[config.mk]
export PLATFORM = sky130hd
export DESIGN_NAME = irq_controller_flat
export DESIGN_NICKNAME = d
export VERILOG_FILES = /design/src/rtl/irq_controller_pkg.sv /design/src/rtl/irq_controller_if.sv /design/src/rtl/irq_controller_prio_enc.sv /design/src/rtl/irq_controller.sv /design/src/flat_wrapper.sv
export SDC_FILE = /design/constraint.sdc
export NUM_CORES = 1
export LEC_CHECK = 0
export CAP_MARGIN = 0
export CELL_PAD_IN_SITES_DETAIL_PLACEMENT = 0
export CELL_PAD_IN_SITES_GLOBAL_PLACEMENT = 1
export CORE_MARGIN = 2
export CORE_UTILIZATION = 23
export CTS_BUF_LIST = sky130_fd_sc_hd__clkbuf_8
export CTS_CLUSTER_DIAMETER = 30
export DETAILED_ROUTE_END_ITERATION = 12
export MAX_ROUTING_LAYER = met4
export PLACE_DENSITY_LB_ADDON = 0.05
export SLEW_MARGIN = 30
export SYNTH_ARGS = -nofsm -noshare
export SYNTH_HDL_FRONTEND = slang
export SYNTH_HIERARCHICAL = 1
export SYNTH_SLANG_ARGS = --single-unit
[constraint.sdc]
create_clock -name clk -period 4.4 [get_ports clk]
set_input_delay 0.88 -clock clk [delete_from_list [all_inputs] [get_ports clk]]
set_output_delay 0.88 -clock clk [all_outputs]
set_load 0.02 [all_outputs]
[src/rtl/irq_controller_pkg.sv]
// Shared definitions for the interrupt controller: register offsets, FSM states
// and the register word-address helper.
package irq_controller_pkg;

  localparam logic [3:0] OFS_CTRL  = 4'h0;
  localparam logic [3:0] OFS_MASK  = 4'h4;
  localparam logic [3:0] OFS_PEND  = 4'h8;
  localparam logic [3:0] OFS_CAUSE = 4'hC;

  localparam int CAUSE_VALID_BIT = 31;

  typedef enum logic [1:0] {
    ST_IDLE = 2'd0,
    ST_REQ  = 2'd1,
    ST_SVC  = 2'd2
  } irq_state_t;

  // Word address (addr[31:2]) of a register at base + offset.
  function automatic logic [29:0] reg_word(input logic [31:0] base, input logic [3:0] ofs);
    logic [31:0] a;
    a = base + {28'd0, ofs};
    return a[31:2];
  endfunction

endpackage

[src/rtl/irq_controller_if.sv]
// Peripheral bus as seen by the interrupt controller; read data is
// combinational and ORed with other peripherals outside this block.
interface irq_controller_if;
  logic        rd;
  logic        wr;
  logic [31:0] addr;
  logic [31:0] wdata;
  logic [31:0] rdata;

  modport master (output rd, output wr, output addr, output wdata, input rdata);
  modport slave  (input rd, input wr, input addr, input wdata, output rdata);
endinterface

[src/rtl/irq_controller_prio_enc.sv]
// Fixed-priority encoder: reports whether any bit is set and the lowest set index.
module irq_prio_enc #(
  parameter int N = 2
) (
  input  logic [N-1:0] vec,
  output logic         any,
  output logic [4:0]   idx
);

  always_comb begin
    any = |vec;
    idx = '0;
    for (int i = N - 1; i >= 0; i--) begin
      if (vec[i]) idx = 5'(i);
    end
  end

endmodule

[src/rtl/irq_controller.sv]
// Interrupt controller: edge-latched sources, mask/global enable, one request
// held until taken, no nesting until the kernel handler returns.
//
// state | meaning
// IDLE  | no request outstanding; waiting for an enabled pending source in user mode
// REQ   | irq_req high, waiting for the core to take the vector
// SVC   | handler running; new events latch but cannot re-request
module irq_controller
  import irq_controller_pkg::*;
#(
  parameter int          N_SRC    = 2,
  parameter logic [31:0] IRQ_BASE = 32'h40000030
) (
  input  logic             clk,
  input  logic             reset,
  input  logic [N_SRC-1:0] src,
  irq_controller_if.slave  bus,
  input  logic             kernel,
  input  logic             irq_taken,
  output logic             irq_req
);

  localparam logic [29:0] W_CTRL  = reg_word(IRQ_BASE, OFS_CTRL);
  localparam logic [29:0] W_MASK  = reg_word(IRQ_BASE, OFS_MASK);
  localparam logic [29:0] W_PEND  = reg_word(IRQ_BASE, OFS_PEND);
  localparam logic [29:0] W_CAUSE = reg_word(IRQ_BASE, OFS_CAUSE);

  irq_state_t       state;
  logic [N_SRC-1:0] src_q;
  logic [N_SRC-1:0] pend;
  logic [N_SRC-1:0] mask;
  logic [N_SRC-1:0] active;
  logic [N_SRC-1:0] rise;
  logic [N_SRC-1:0] clr;
  logic [N_SRC-1:0] take_hot;
  logic             gie;
  logic             kernel_q;
  logic             cause_valid;
  logic [4:0]       cause_idx;
  logic [4:0]       win;
  logic             any;
  logic             take;
  logic             hit_ctrl;
  logic             hit_mask;
  logic             hit_pend;
  logic             hit_cause;
  logic [31:0]      rd_mux;
  logic             unused_bits;

  assign hit_ctrl  = (bus.addr[31:2] == W_CTRL);
  assign hit_mask  = (bus.addr[31:2] == W_MASK);
  assign hit_pend  = (bus.addr[31:2] == W_PEND);
  assign hit_cause = (bus.addr[31:2] == W_CAUSE);

  assign rise   = src & ~src_q;
  assign active = pend & mask;
  assign take   = (state == ST_REQ) && irq_taken;
  assign clr    = (bus.wr && hit_pend) ? bus.wdata[N_SRC-1:0] : '0;

  assign unused_bits = ^{bus.addr[1:0], bus.wdata};

  irq_prio_enc #(.N(N_SRC)) u_prio (
    .vec (active),
    .any (any),
    .idx (win)
  );

  always_comb begin
    take_hot = '0;
    for (int i = 0; i < N_SRC; i++) begin
      take_hot[i] = (win == 5'(i));
    end
  end

  // New edges win over both software clears and the taken-source clear.
  always_ff @(posedge clk or negedge reset) begin
    if (!reset) begin
      src_q    <= '0;
      pend     <= '0;
      mask     <= '0;
      gie      <= 1'b0;
      kernel_q <= 1'b0;
    end else begin
      src_q    <= src;
      kernel_q <= kernel;
      pend     <= (pend & ~clr & ~(take ? take_hot : '0)) | rise;
      if (bus.wr && hit_ctrl) gie  <= bus.wdata[0];
      if (bus.wr && hit_mask) mask <= bus.wdata[N_SRC-1:0];
    end
  end

  always_ff @(posedge clk or negedge reset) begin
    if (!reset) begin
      state       <= ST_IDLE;
      irq_req     <= 1'b0;
      cause_valid <= 1'b0;
      cause_idx   <= '0;
    end else begin
      case (state)
        ST_IDLE: begin
          if (gie && any && !kernel) begin
            state   <= ST_REQ;
            irq_req <= 1'b1;
          end
        end
        ST_REQ: begin
          if (irq_taken) begin
            state       <= ST_SVC;
            irq_req     <= 1'b0;
            cause_valid <= 1'b1;
            cause_idx   <= win;
          end else if (!any || !gie) begin
            state   <= ST_IDLE;
            irq_req <= 1'b0;
          end
        end
        ST_SVC: begin
          // Handler return is the kernel 1->0 transition.
          if (kernel_q && !kernel) begin
            state       <= ST_IDLE;
            cause_valid <= 1'b0;
          end
        end
        default: begin
          state   <= ST_IDLE;
          irq_req <= 1'b0;
        end
      endcase
    end
  end

  always_comb begin
    rd_mux = '0;
    if (bus.rd) begin
      if (hit_ctrl) rd_mux[0] = gie;
      if (hit_mask) rd_mux[N_SRC-1:0] = mask;
      if (hit_pend) rd_mux[N_SRC-1:0] = pend;
      if (hit_cause) begin
        rd_mux[CAUSE_VALID_BIT] = cause_valid;
        rd_mux[4:0]             = cause_idx;
      end
    end
  end

  assign bus.rdata = rd_mux;

endmodule

[src/flat_wrapper.sv]
// flat-port wrapper written by rule: the top's interface ports become plain ports
module irq_controller_flat import irq_controller_pkg::*;
#(
  parameter int          N_SRC    = 2,
  parameter logic [31:0] IRQ_BASE = 32'h40000030
)
  (clk, reset, src, kernel, irq_taken, irq_req, bus_rd, bus_wr, bus_addr, bus_wdata, bus_rdata);
  irq_controller_if bus_i ();
  input  logic clk;
  input  logic reset;
  input  logic [N_SRC-1:0] src;
  input  logic kernel;
  input  logic irq_taken;
  output logic irq_req;
  input wire logic [$bits(bus_i.rd)-1:0] bus_rd;
  input wire logic [$bits(bus_i.wr)-1:0] bus_wr;
  input wire logic [$bits(bus_i.addr)-1:0] bus_addr;
  input wire logic [$bits(bus_i.wdata)-1:0] bus_wdata;
  output wire logic [$bits(bus_i.rdata)-1:0] bus_rdata;
  assign bus_i.rd = bus_rd;
  assign bus_i.wr = bus_wr;
  assign bus_i.addr = bus_addr;
  assign bus_i.wdata = bus_wdata;
  assign bus_rdata = bus_i.rdata;
  irq_controller #(.N_SRC(N_SRC), .IRQ_BASE(IRQ_BASE)) u_core (.clk(clk), .reset(reset), .src(src), .bus(bus_i), .kernel(kernel), .irq_taken(irq_taken), .irq_req(irq_req));
endmodule
==> results of run 1 <==
## worst min-delay path by stage
stage	cells past startpoint	endpoint	start	slack (ns)
2_1_floorplan	1	u_core/pend[0]	u_core/src_q[0]	0.41
3_3_place_gp	1	u_core/pend[0]	u_core/src_q[0]	0.42
3_5_place_dp	1	u_core/pend[1]	u_core/src_q[1]	0.43
4_1_cts	1	u_core/pend[1]	u_core/src_q[1]	0.44
5_1_grt	1	u_core/pend[0]	u_core/src_q[0]	0.45
6_report	1	u_core/pend[1]	u_core/src_q[1]	0.44
## critical path: stages
cell,delay (ns)
clkdlybuf4s50_1,0.42
nor4_2,0.33
nand4_2,0.22
nor3_1,0.23
buf_4,0.17
and3_1,0.16
clkdlybuf4s50_1,0.60
## kinds of logic after synthesis
logic type      Yosys count  synth area share
simple gates             60             0.310
buf+inv                  36             0.209
flops                    17             0.359
compound gates            9            0.0518
mux                       5            0.0634
other cells               2           0.00634
## metrics by stage
| step | instance area, um2 | power (mW) | std cells |
|---|---|---|---|
| 2_1_floorplan | 1290 | 0.214 | 157 |
| 3_3_place_gp | 1620 | 0.238 | 243 |
| 3_5_place_dp | 1620 | 0.239 | 243 |
| 4_1_cts | 1660 | 0.361 | 247 |
| 5_1_grt | 1660 | 0.377 | 247 |
| 6_report | 1660 | 0.353 | 247 |
## layout make-up
cell class	count	area (um2)
clock buffers	3	41.3
clock inverters	1	5.00
repair buffers	47	468
multi-input cells	104	616
inverters	5	18.8
flip-flops and latches	17	425
well taps	70	87.6
fillers	551	3380
## where the power goes
| part | leakage (nW) | total, mW | internal (mW) | switching (mW) |
|---|---|---|---|---|
| Combinational | 0.498 | 0.0739 | 0.0362 | 0.0377 |
| Clock | 0.0255 | 0.118 | 0.0628 | 0.0549 |
| Sequential | 0.215 | 0.162 | 0.160 | 0.00158 |
| Total | 0.739 | 0.353 | 0.259 | 0.0941 |
## flip-flops by register name, indices dropped and copies added, names as in the netlist
signal,cells
u_core/cause_idx,5
u_core/cause_valid,1
u_core/gie,1
u_core/irq_req,1
u_core/kernel_q,1
u_core/mask,2
u_core/pend,2
u_core/src_q,2
u_core/state,2
## cell usage in the layout (no fill, tap or decap), types with 3 or more instances in the layout
| master | netlist | final |
|---|---|---|
| and2_1 | 6 | 6 |
| and3_1 | 4 | 4 |
| clkbuf_8 | 0 | 3 |
| clkdlybuf4s50_1 | 0 | 46 |
| conb_1 | 2 | 30 |
| dfrtp_1 | 17 | 17 |
| inv_1 | 5 | 5 |
| nand2_1 | 21 | 21 |
| nor3_1 | 4 | 4 |
| nor4_1 | 3 | 3 |
| nor4_2 | 3 | 3 |
| o21ai_0 | 3 | 3 |
## per-layer routing
metal  vias to the layer above  wire [um]  share of wire  track usage
met1                       447       1300           0.42        0.127
met3                         4        349           0.11       0.0225
li1                        480          -              -            -
met2                        52       1400           0.46        0.186
met5                         -          0              0            -
met4                         0         21         0.0068       0.0468
==> results.yml, run 1 <==
synth:
  synth_top_area_frac: 0.359
  ys_async_sr_fraction: 1.00
  synth.area.top_cells: "dfrtp_1 36%, buf_4 19%, nand2_1 6.7%"
  synthTopCellsByCount: "30 x buf_4, 21 x nand2_1, 17 x dfrtp_1, 6 x and2_1, 5 x inv_1"
  netlist_instances: 129
  yosys_warnings: 6
  syn_area_per_cell_um2: 9.18
  yosysMostFrequentCell: "buf_4"
  seq_area_frac_synth: 0.359
  synth_area_leader_cell: "dfrtp_1"
  synth_edf_count: 0
  yosys.cell_types.count: 33
  ys_ff_latch: 17
  ys_dominant_reg_cell: "dfrtp_1"
  synthesis.area_um2: 1180
pwr:
  p_per_area_nw_per_um2: 213
  power_leakage_nw: 0.739
  max-vdd-ir-drop_mv: 0.0939
cts:
  cts_setup_buffers: 0
  clk_pin_slew_ns: 0.06
  postCtsHoldBufs: 0
  cts-resized-gates: 0
  cts_buffers: 3
  htreeDepth: 1
  root_buffer: "clkbuf_8"
  cts_sinks: 17
  clockBufferDepth: 2
  clk_latency_ns: 0.25
  cts_tree: "built"
placement:
  post-place-ws_ns: 0.491
  dpl.hpwl_um: 2510
  port_buffers: 46
  routabilityCongestion: 0.723
critical_path:
  end_kind: "output pin"
  endpoint: "bus_rdata[4]"
  criticalPathCategory: "in2out"
  reg2reg_setup_slack_ns: 3.10
  cp.required_ns: 3.52
  cp-startpoint: "bus_addr[9]"
  reg2reg_depth: 4
  reg2reg_to: "u_core/pend[0]"
  start_kind: "primary input"
  timing.rr.start: "u_core/state[1]"
  cp_max_fo: 6
  crit_arrival_ns: 3.01
route:
  drt_pass1_iterations: 2
  dr.first_iter.drc_count: 20
  vias_per_cell: 3.98
  wl_per_cell_um: 12.5
  ant_nets: 0
  drt_wl_total_um: 3080
  routed-via-count: 983
  drcViolationCount: 0
floorplan:
  die_area_um2: 5740
  die_w_um: 75.7
  fp-row-count: 26
  ios: 105
  core_area_um2: 5040
  die_y_um: 75.7
  initial_utilization: 0.235
layout:
  final_nets: 250
  utilization: 0.330
  diodes: 0
  drive_gt1_frac: 0.102
  syn_to_final_growth_pct: 40.4
sta:
  hold_ws_ns: 0.443
  setup_tns_ns: 0
  hold_violations: 0
  setup_viol: 0
  layout_min_cycle_time_ns: 3.89
  clock_skew_ns: 0.00539
  worst_pin_slew_ns: 0.778
  max_clock_freq_mhz: 257
  slew_violations: 0
  fin_crit_sh: 0.885
  rsz0062_at_grt: "false"
  maxSlewHeadroom: 0.480
  setup_ws_ns: 0.505
global_route:
  gr-total-overflow: 0
  grt_pass1_wl_um: 4520
  grt_max_degree: 18
  grt_pass1_vias: 996
  grtUsageTotal: 0.110
  antenna_found_initial: 0
flow_run:
  cap_violations: 0
outcome:
  status: "finished, final reports clean"
min_path:
  min_path_type: "reg2reg"
Power figures use the tool's default switching activity.
==> run 2: changes to the inputs <==
--- a/config.mk
+++ b/config.mk
@@ -8,7 +8,7 @@
 export CAP_MARGIN = 0
 export CELL_PAD_IN_SITES_DETAIL_PLACEMENT = 0
 export CELL_PAD_IN_SITES_GLOBAL_PLACEMENT = 1
-export CORE_MARGIN = 2
+export CORE_MARGIN = 1.5
 export CORE_UTILIZATION = 23
 export CTS_BUF_LIST = sky130_fd_sc_hd__clkbuf_8
 export CTS_CLUSTER_DIAMETER = 30
==> results.yml, run 2 (same netlist as run 1, synthesis figures left out) <==
pwr:
  finalPower_mw: 0.351
  clock_power_share: 0.328
  switching_share: 0.262
  p_per_area_nw_per_um2: 212
  power_leakage_nw: 0.739
  net-switching-power_mw: 0.0922
  p_comb_frac: 0.211
  power.internal_mw: 0.259
  max-vdd-ir-drop_mv: 0.0911
  sequentialPowerShare: 0.461
sta:
  maxSlewHeadroom: 0.480
  clock_skew_ns: 0.00275
  max_clock_freq_mhz: 252
  slew_violations: 0
  worst_pin_slew_ns: 0.778
  layout_min_cycle_time_ns: 3.96
  setup_tns_ns: 0
  setup_viol: 0
  fin_crit_sh: 0.900
  hold_violations: 0
  rsz0062_at_grt: "false"
global_route:
  grt_pass1_vias: 957
  antenna_found_initial: 0
  gr-total-overflow: 0
  grt_pass1_wl_um: 4380
  grt_max_degree: 18
  grtUsageTotal: 0.108
layout:
  largest_register_ff_count: 5
  drive_gt1_frac: 0.102
  largest-register: "u_core/cause_idx"
  syn_to_final_growth_pct: 40.1
  diodes: 0
  utilization: 0.342
  fillers: 513
  mostFrequentLayoutCell: "clkdlybuf4s50_1"
  seqCellArea_um2: 425
  final_cell_mix: "46 x clkdlybuf4s50_1, 30 x conb_1, 21 x nand2_1"
  multi_input_area_um2: 616
  final_nets: 250
min_path:
  holdPathStages: 1
  hold_start: "u_core/src_q[0]"
  holdPathEnd: "u_core/pend[0]"
  min_path_type: "reg2reg"
critical_path:
  criticalPathCategory: "in2out"
  path_cells: "clkdlybuf4s50_1 -> nor4_1 -> nand2_1 -> nor3_1 -> buf_4 -> and3_1 -> clkdlybuf4s50_1"
  reg2reg_to: "u_core/pend[0]"
  cp.required_ns: 3.52
  crit_path_max_incr_delay_ns: 0.60
  cp_max_fo: 6
  end_kind: "output pin"
  crit_arrival_ns: 3.08
  timing.rr.start: "u_core/state[1]"
  reg2reg_depth: 4
  reg2reg_setup_slack_ns: 3.07
  cp_slowest_cell: "clkdlybuf4s50_1"
  start_kind: "primary input"
  cp_common_cell: "clkdlybuf4s50_1"
outcome:
  status: "finished, final reports clean"
cts:
  cts-resized-gates: 0
  cts_buffers: 3
  cts_sinks: 17
  clk_pin_slew_ns: 0.07
  cts_tree: "built"
  htreeDepth: 1
  root_buffer: "clkbuf_8"
  clockBufferDepth: 2
  cts_setup_buffers: 0
  postCtsHoldBufs: 0
  clk_latency_ns: 0.25
route:
  wl_per_cell_um: 12.3
  ant_nets: 0
  vias_per_cell: 4.02
  drcViolationCount: 0
  dr.first_iter.drc_count: 45
  drt_wl_total_um: 2990
  drt_pass1_iterations: 4
  routed-via-count: 982
floorplan:
  die_y_um: 74.7
  initial_utilization: 0.244
  fp-row-count: 25
  die_area_um2: 5590
  ios: 105
  core_area_um2: 4850
  die_w_um: 74.7
placement:
  routabilityCongestion: 0.708
  port_buffers: 46
  dpl.hpwl_um: 2360
flow_run:
  cap_violations: 0
[run 2: how the worst max path moves through the flow]
stage                  from      endpoint  cells after the start
2_1_floorplan  bus_addr[10]  bus_rdata[2]                      4
6_report       bus_addr[22]  bus_rdata[3]                      7
3_5_place_dp   bus_addr[22]  bus_rdata[2]                      7
5_1_grt        bus_addr[22]  bus_rdata[3]                      7
3_3_place_gp    bus_addr[9]  bus_rdata[2]                      7
4_1_cts        bus_addr[22]  bus_rdata[2]                      7
[run 2: worst max-delay path: cells and delay by family]
kind	cells	cell delay, ns
buffers and inverters	3	1.19
AND/OR/NAND/NOR	4	1.02
[run 2: per-layer routing]
layer / track usage / wire length (um) / vias to the layer above / part of all wire
li1: - / - / 477 / -
met1: 0.137 / 1410 / 459 / 0.47
met2: 0.174 / 1330 / 44 / 0.44
met3: 0.0214 / 238 / 2 / 0.080
met4: 0.0343 / 12 / 0 / 0.0040
met5: - / 0 / - / 0
[run 2: cell type report]
cell class	instances	area share
multi-input cells	104	0.371
repair buffers	47	0.282
flip-flops and latches	17	0.257
well taps	67	0.0506
clock buffers	3	0.0249
inverters	5	0.0113
clock inverters	1	0.00302
[run 2: power groups by stage]
stage               Sequential, mW  Combinational (mW)  Clock, mW
floorplan                    0.164              0.0496          0
finish                       0.162              0.0741      0.115
global placement             0.165              0.0732          0
CTS                          0.162              0.0743      0.122
detailed placement           0.165              0.0737          0
global route                 0.162              0.0808      0.129
[run 2: per-stage QoR]
step	hold slack [ns]	cell area, um2	instances	setup WS [ns]
final	0.439	1660	244	0.438
after global routing	0.470	1660	244	0.245
after CTS	0.443	1660	244	0.386
after detailed placement	0.429	1610	240	0.395
after global placement	0.428	1610	240	0.507
after floorplan	0.410	1290	157	1.54
